[src/rtl/mc_control.sv]
// Multicycle CPU control unit: sequences IF/ID/EXE/MEM/WB and decodes the
// latched instruction into ALU select and datapath enables.
//
// state | meaning
// IF    | fetch; waits on mem_ready, loads IR and PC+4 when it arrives
// ID    | decode; jumps and illegal encodings finish here
// EXE   | ALU operation; branches resolve and finish here
// MEM   | data access for lw/sw at the ALU address; waits on mem_ready
// WB    | register-file write from ALU result or memory data

module mc_control (
    input  logic       clock,
    input  logic       reset,
    input  logic [5:0] op,
    input  logic [5:0] func,
    input  logic       zero,
    input  logic       mem_ready,
    output logic [2:0] state,
    output logic       pcwrite,
    output logic [1:0] pcsource,
    output logic       irwrite,
    output logic       iord,
    output logic       wmem,
    output logic       wreg,
    output logic       m2reg,
    output logic       regrt,
    output logic       aluimm,
    output logic       sext,
    output logic       shift,
    output logic [3:0] aluc,
    output logic       illegal
);

    typedef enum logic [2:0] {
        S_IF  = 3'd0,
        S_ID  = 3'd1,
        S_EXE = 3'd2,
        S_MEM = 3'd3,
        S_WB  = 3'd4
    } state_t;

    localparam logic [3:0] ALU_ADD  = 4'b0000;
    localparam logic [3:0] ALU_SUB  = 4'b0100;
    localparam logic [3:0] ALU_AND  = 4'b0001;
    localparam logic [3:0] ALU_OR   = 4'b0101;
    localparam logic [3:0] ALU_XOR  = 4'b0010;
    localparam logic [3:0] ALU_LUI  = 4'b0110;
    localparam logic [3:0] ALU_SLL  = 4'b0011;
    localparam logic [3:0] ALU_SRL  = 4'b0111;
    localparam logic [3:0] ALU_SRA  = 4'b1111;
    localparam logic [3:0] ALU_HAMD = 4'b1011;

    state_t     r_state;
    state_t     w_next;
    logic       w_rtype;
    logic       w_legal;
    logic [3:0] w_aluc;
    logic       w_imm;
    logic       w_sext;
    logic       w_shift;
    logic       w_lw;
    logic       w_sw;
    logic       w_beq;
    logic       w_bne;
    logic       w_j;

    assign w_rtype = (op == 6'b000000);

    always_comb begin
        w_legal = 1'b1;
        w_aluc  = ALU_ADD;
        w_imm   = 1'b0;
        w_sext  = 1'b0;
        w_shift = 1'b0;
        w_lw    = 1'b0;
        w_sw    = 1'b0;
        w_beq   = 1'b0;
        w_bne   = 1'b0;
        w_j     = 1'b0;
        case (op)
            6'b000000: begin
                case (func)
                    6'b100000: w_aluc = ALU_ADD;
                    6'b100010: w_aluc = ALU_SUB;
                    6'b100100: w_aluc = ALU_AND;
                    6'b100101: w_aluc = ALU_OR;
                    6'b100110: w_aluc = ALU_XOR;
                    6'b000000: begin w_aluc = ALU_SLL; w_shift = 1'b1; end
                    6'b000010: begin w_aluc = ALU_SRL; w_shift = 1'b1; end
                    6'b000011: begin w_aluc = ALU_SRA; w_shift = 1'b1; end
                    6'b111111: w_aluc = ALU_HAMD;
                    default:   w_legal = 1'b0;
                endcase
            end
            6'b001000: begin w_aluc = ALU_ADD; w_imm = 1'b1; w_sext = 1'b1; end
            6'b001100: begin w_aluc = ALU_AND; w_imm = 1'b1; end
            6'b001101: begin w_aluc = ALU_OR;  w_imm = 1'b1; end
            6'b001110: begin w_aluc = ALU_XOR; w_imm = 1'b1; end
            6'b001111: begin w_aluc = ALU_LUI; w_imm = 1'b1; end
            6'b100011: begin w_aluc = ALU_ADD; w_imm = 1'b1; w_sext = 1'b1; w_lw = 1'b1; end
            6'b101011: begin w_aluc = ALU_ADD; w_imm = 1'b1; w_sext = 1'b1; w_sw = 1'b1; end
            6'b000100: begin w_aluc = ALU_SUB; w_beq = 1'b1; end
            6'b000101: begin w_aluc = ALU_SUB; w_bne = 1'b1; end
            6'b000010: w_j = 1'b1;
            default:   w_legal = 1'b0;
        endcase
    end

    always_comb begin
        w_next = S_IF;
        case (r_state)
            S_IF:    w_next = mem_ready ? S_ID : S_IF;
            S_ID:    w_next = (w_j || !w_legal) ? S_IF : S_EXE;
            S_EXE: begin
                if (w_beq || w_bne)    w_next = S_IF;
                else if (w_lw || w_sw) w_next = S_MEM;
                else                   w_next = S_WB;
            end
            S_MEM:   w_next = mem_ready ? (w_lw ? S_WB : S_IF) : S_MEM;
            S_WB:    w_next = S_IF;
            default: w_next = S_IF;
        endcase
    end

    always_ff @(posedge clock) begin
        if (reset) r_state <= S_IF;
        else       r_state <= w_next;
    end

    // Reset masks every output in the same cycle, so an abandoned access writes nothing.
    always_comb begin
        state    = reset ? 3'd0 : r_state;
        pcwrite  = 1'b0;
        pcsource = 2'b00;
        irwrite  = 1'b0;
        iord     = 1'b0;
        wmem     = 1'b0;
        wreg     = 1'b0;
        m2reg    = 1'b0;
        regrt    = 1'b0;
        aluimm   = 1'b0;
        sext     = 1'b0;
        shift    = 1'b0;
        aluc     = 4'b0000;
        illegal  = 1'b0;
        if (!reset) begin
            case (r_state)
                S_IF: begin
                    irwrite = mem_ready;
                    pcwrite = mem_ready;
                end
                S_ID: begin
                    if (!w_legal) begin
                        illegal = 1'b1;
                    end else if (w_j) begin
                        pcwrite  = 1'b1;
                        pcsource = 2'b10;
                    end
                end
                S_EXE: begin
                    aluc   = w_aluc;
                    aluimm = w_imm;
                    sext   = w_sext;
                    shift  = w_shift;
                    if (w_beq) begin
                        pcwrite  = zero;
                        pcsource = 2'b01;
                    end else if (w_bne) begin
                        pcwrite  = ~zero;
                        pcsource = 2'b01;
                    end
                end
                S_MEM: begin
                    iord   = 1'b1;
                    aluc   = ALU_ADD;
                    aluimm = 1'b1;
                    sext   = 1'b1;
                    wmem   = w_sw;
                end
                S_WB: begin
                    wreg  = 1'b1;
                    m2reg = w_lw;
                    regrt = ~w_rtype;
                end
                default: ;
            endcase
        end
    end

endmodule

[config.mk]
export PLATFORM = sky130hd
export DESIGN_NAME = mc_control
export DESIGN_NICKNAME = d
export VERILOG_FILES = /design/src/rtl/mc_control.sv
export SDC_FILE = /design/constraint.sdc
export NUM_CORES = 1
export LEC_CHECK = 0
export ABC_AREA = 1
export ABC_CLOCK_PERIOD_IN_PS = 1180
export CORE_ASPECT_RATIO = 1.25
export CORE_MARGIN = 2
export CORE_UTILIZATION = 36
export CTS_BUF_LIST = sky130_fd_sc_hd__clkbuf_8
export DETAILED_ROUTE_END_ITERATION = 10
export GPL_TIMING_DRIVEN = 1
export PLACE_DENSITY_LB_ADDON = 0.12
export SLEW_MARGIN = 10
export SYNTH_ARGS = -nofsm -noshare
export SYNTH_HDL_FRONTEND = slang
export SYNTH_SLANG_ARGS = --single-unit
[constraint.sdc]
create_clock -name clock -period 1.18 [get_ports clock]
set_input_delay 0.236 -clock clock [delete_from_list [all_inputs] [get_ports clock]]
set_output_delay 0.236 -clock clock [all_outputs]
set_load 0.02 [all_outputs]
==> results of run 1 <==
[cells by family after synthesis]
| family | count (synthesis) | synth area share [%] |
|---|---|---|
| AOI/OAI and AO/OA | 16 | 13.32 |
| and+or+nand+nor | 88 | 62.05 |
| DFF | 3 | 8.759 |
| buffers and inverters | 29 | 15.88 |
[cells in the mapped netlist, drive strengths merged (3+ instances only)]
| master | instances | area [sq um] |
|---|---|---|
| nand2 | 33 | 131.4 |
| nor2 | 30 | 130.1 |
| inv | 28 | 105.1 |
| nand3 | 14 | 85.08 |
| a21oi | 8 | 43.79 |
| nor3 | 6 | 46.30 |
| nand4 | 4 | 25.02 |
| o21ai | 4 | 20.02 |
| dfxtp | 3 | 60.06 |
[through the flow]
stage	hold slack (ns)	instances	util [%]
floorplan	0.3786	136	-
global placement	0.6410	228	81.23
detailed placement	0.6499	228	81.23
==> flow_summary.json, run 1 <==
{
  "status": "did not finish",
  "haltStage": "clock tree synthesis (4_1_cts)",
  "error": "[ERROR DPL-0033] detailed placement checks failed during check placement.",
  "die_w_um": 43.04,
  "placed_area_sq_mm": 0.001451,
  "htreeDepth": 1,
  "gp_congestion": 0.8794,
  "synth_edf_count": 0,
  "synthArstFlopShare_pct": 0,
  "ios": 36,
  "synthesis.nets": 152,
  "cts_buffers": 3,
  "root_buffer": "clkbuf_8",
  "ys_seq_area_share_pct": 8.759,
  "ys.flop_type": "dfxtp_1",
  "cts_resized": 208,
  "synth.avg_cell_area_sq_um": 5.042,
  "cts.sinks": 3,
  "clockBufferDepth": 2,
  "die_h_um": 52.80,
  "synth-seq-cells": 3,
  "holdBufCountCts": 0,
  "start_util_pct": 38.38,
  "dp_slack_ns": -1.320,
  "portBuffers": 35,
  "netlist-cell-type-count": 23,
  "synthCells": 136,
  "yosysWarnings": 0,
  "std_cell_rows": 17,
  "post-cts-setup-buffers": 12,
  "hpwlAfterDp_mm": 2.242,
  "synth.cell_area_sq_um": 685.7
}
==> run 2, diff against run 1 <==
Settings changed: ABC_CLOCK_PERIOD_IN_PS 1180 to 1500, CORE_AREA from default to 2 2 63 65, CORE_ASPECT_RATIO 1.25 to default, CORE_MARGIN 2 to default, CORE_UTILIZATION 36 to default, CTS_BUF_LIST sky130_fd_sc_hd__clkbuf_8 to default, DIE_AREA from default to 0 0 65 67, PLACE_DENSITY_LB_ADDON 0.12 to 0.15.
Clock period 1.18 ns to 1.5 ns, I/O delays scaled along.
==> run 2 against run 1 <==
The flow now finishes, with violations (setup timing); area after synthesis did not move; synthesized cell count did not move.
==> flow_summary.json, run 2 <==
{
  "portBuffers": 35,
  "synth_area_leaders": "nand2_1, nor2_1, inv_1",
  "ios": 36,
  "synth.cell_area_sq_um": 685.7,
  "synthArstFlopShare_pct": 0,
  "dieArea_sq_mm": 0.004355,
  "place_inst": 251,
  "tns_ns": -0.9056,
  "cts.sinks": 3,
  "synth-seq-cells": 3,
  "wl_met2_mm": 1.697,
  "cpLargestDelayFamily": "buffers and inverters",
  "violations": "setup timing",
  "coreArea_sq_mm": 0.003606,
  "skew_ns": 0.002417,
  "finalHoldViolCount": 0,
  "grt_pass1_vias": 1155,
  "status": "finished, violations left",
  "grt_max_degree": 6,
  "reg_top3": "r_state (3)",
  "drtPass1Iterations": 4,
  "synth.avg_cell_area_sq_um": 5.042,
  "root_buffer": "clkbuf_8",
  "ys_seq_area_share_pct": 8.759,
  "path_common_cell": "inv_2",
  "rsz0062_at_grt": "true",
  "peakVddDrop_mv": 0.1592,
  "setup_viol": 11,
  "period_share_pct": 110.2,
  "tightest_slew_ns": 0.3175,
  "route.detailed.drc": 0,
  "ys.flop_type": "dfxtp_1",
  "drt_iter0_markers": 11,
  "required_ns": 1.20,
  "synthesis.nets": 152,
  "fin_cells": 272,
  "dp_slack_ns": -1.106,
  "nets": 241,
  "via_per_inst": 4.298,
  "period_needed_ns": 1.653,
  "synth_edf_count": 0,
  "ant_nets": 0,
  "yosysTopAreaCellShare_pct": 16.42,
  "setup_slack_ns": -0.1529,
  "slew_violations": 0,
  "wl_per_cell_um": 11.04,
  "std_cell_rows": 22,
  "route.vias.total": 1169,
  "synthCells": 136,
  "fmax_ghz": 0.6050,
  "cts_buffers": 3,
  "path_cells": "clkdlybuf4s15_2, inv_2, nand2_2, nor2_4, inv_2, nor3_2, o21ai_2, a21oi_4, buf_6",
  "synth_top_area_cell": "nand2_1",
  "insertion_delay_ns": 0.22,
  "yosysWarnings": 0,
  "regMostFlops": "r_state",
  "power_density_mw_per_mm2": 331.8,
  "path_clk_slew_ns": 0.03,
  "hp-class": "in -> reg",
  "cp_slowest_cell": "clkdlybuf4s15_2",
  "cp_max_fo": 4,
  "final_common_cell": "buf_4",
  "antenna_found_initial": 0,
  "wl_met3_um": 115,
  "gp_congestion": 0.9015,
  "cpPeakStageDelay_ns": 0.22,
  "htreeDepth": 1,
  "start_util_pct": 19.01,
  "cp_data_arrival_time_ns": 1.35,
  "p_leak_nw": 0.8796,
  "die_h_um": 67,
  "netlist-cell-type-count": 23,
  "hpwlAfterDp_mm": 2.078,
  "final_cell_mix": "buf_4, buf_6, nand2_1",
  "max-slew-margin-rel_pct": 78.73,
  "n_antenna_cell": 0,
  "top_layer": "met4",
  "gr-total-overflow": 0,
  "largest_reg_flops": 3,
  "yosysMostFrequentCell": "nand2_1",
  "drive_gt1_share_pct": 71.43,
  "crit_type": "in -> out",
  "drv_cap": 0,
  "end_kind": "primary output",
  "die_w_um": 65,
  "start_kind": "input port",
  "grt_pass1_wl_mm": 4.850,
  "gr-usage-all-layers_pct": 14.16,
  "cts_tree": "done",
  "syn_to_final_growth_pct": 171.0,
  "path_buf_inv": 4,
  "synth_common_cells": "nand2_1, nor2_1, inv_1",
  "clockBufferDepth": 2,
  "routed_wl_mm": 3.004,
  "wl_met1_mm": 1.158
}
==> run 2: cell counts after synthesis <==
Identical to the previous run, type by type.
==> run 2: layer usage <==
layer | global-route usage [%] | vias to the layer above
li1 | - | 605
met1 | 15.39 | 537
met2 | 26.93 | 23
met3 | 2.365 | 4
met4 | 5.851 | 0
met5 | 0 | -
==> run 2: path summary, 6_finish.rpt <==
| kind | from | endpoint | slack, ns | cells past startpoint |
|---|---|---|---|---|
| worst max register to register | r_state[1]$_SDFF_PP0_ | r_state[0]$_SDFF_PP0_ | 0.19 | 8 |
| worst max-delay path | func[4] | aluc[1] | -0.15 | 9 |
| worst min register to register | r_state[0]$_SDFF_PP0_ | r_state[0]$_SDFF_PP0_ | 0.67 | 4 |
| worst min-delay path | mem_ready | r_state[0]$_SDFF_PP0_ | 0.45 | 3 |
==> run 2: layout make-up <==
| cell class | count | area (sq um) |
|---|---|---|
| multi-input combinational | 104 | 810.8 |
| inverter | 28 | 110.1 |
| tap | 48 | 60.06 |
| clock buffer | 4 | 45.04 |
| timing repair buffer | 85 | 763.2 |
| sequential | 3 | 68.82 |
| fill | 360 | 1748 |
==> run 2: per-stage QoR <==
stage	util (%)	hold WS [ns]	power, mW	area [sq um]
after detailed placement	37.40	0.6514	0.2951	1349
after global placement	37.40	0.6509	0.2949	1349
after CTS	43.93	0.5239	0.5795	1584
final	51.53	0.4496	0.6165	1858
after global routing	51.53	0.4810	0.6486	1858
after floorplan	-	0.4426	0.1662	694.4
==> run 2: kinds of logic (layout without fill, tap and decap cells) <==
logic type / after synthesis / after routing / synth area share [%]
buffers and inverters: 29 / 117 / 15.88
flip-flops: 3 / 3 / 8.759
AND/OR/NAND/NOR: 88 / 88 / 62.05
AO/OA/AOI/OAI: 16 / 16 / 13.32
==> run 2: worst min-delay path, cell delays in order <==
cell	delay, ns
dlymetal6s2s_1	0.15
nand3_2	0.10
a21oi_1	0.07
==> run 2: timing repair <==
| action | 4_1_cts | 5_1_grt |
|---|---|---|
| gates cloned | 1 | 0 |
| gates resized for setup | 198 | 71 |
| setup endpoints to repair | 22 | 19 |
| hold buffers | 0 | 0 |
| pin swaps | 21 | 23 |
| buffers inserted | 10 | 7 |
==> run 2: report_power, final <==
part           switching (mW)  internal (mW)
sequential            0.00265         0.0799
clock                  0.0608          0.182
combinational           0.150          0.141
Power figures use the tool's default switching activity.
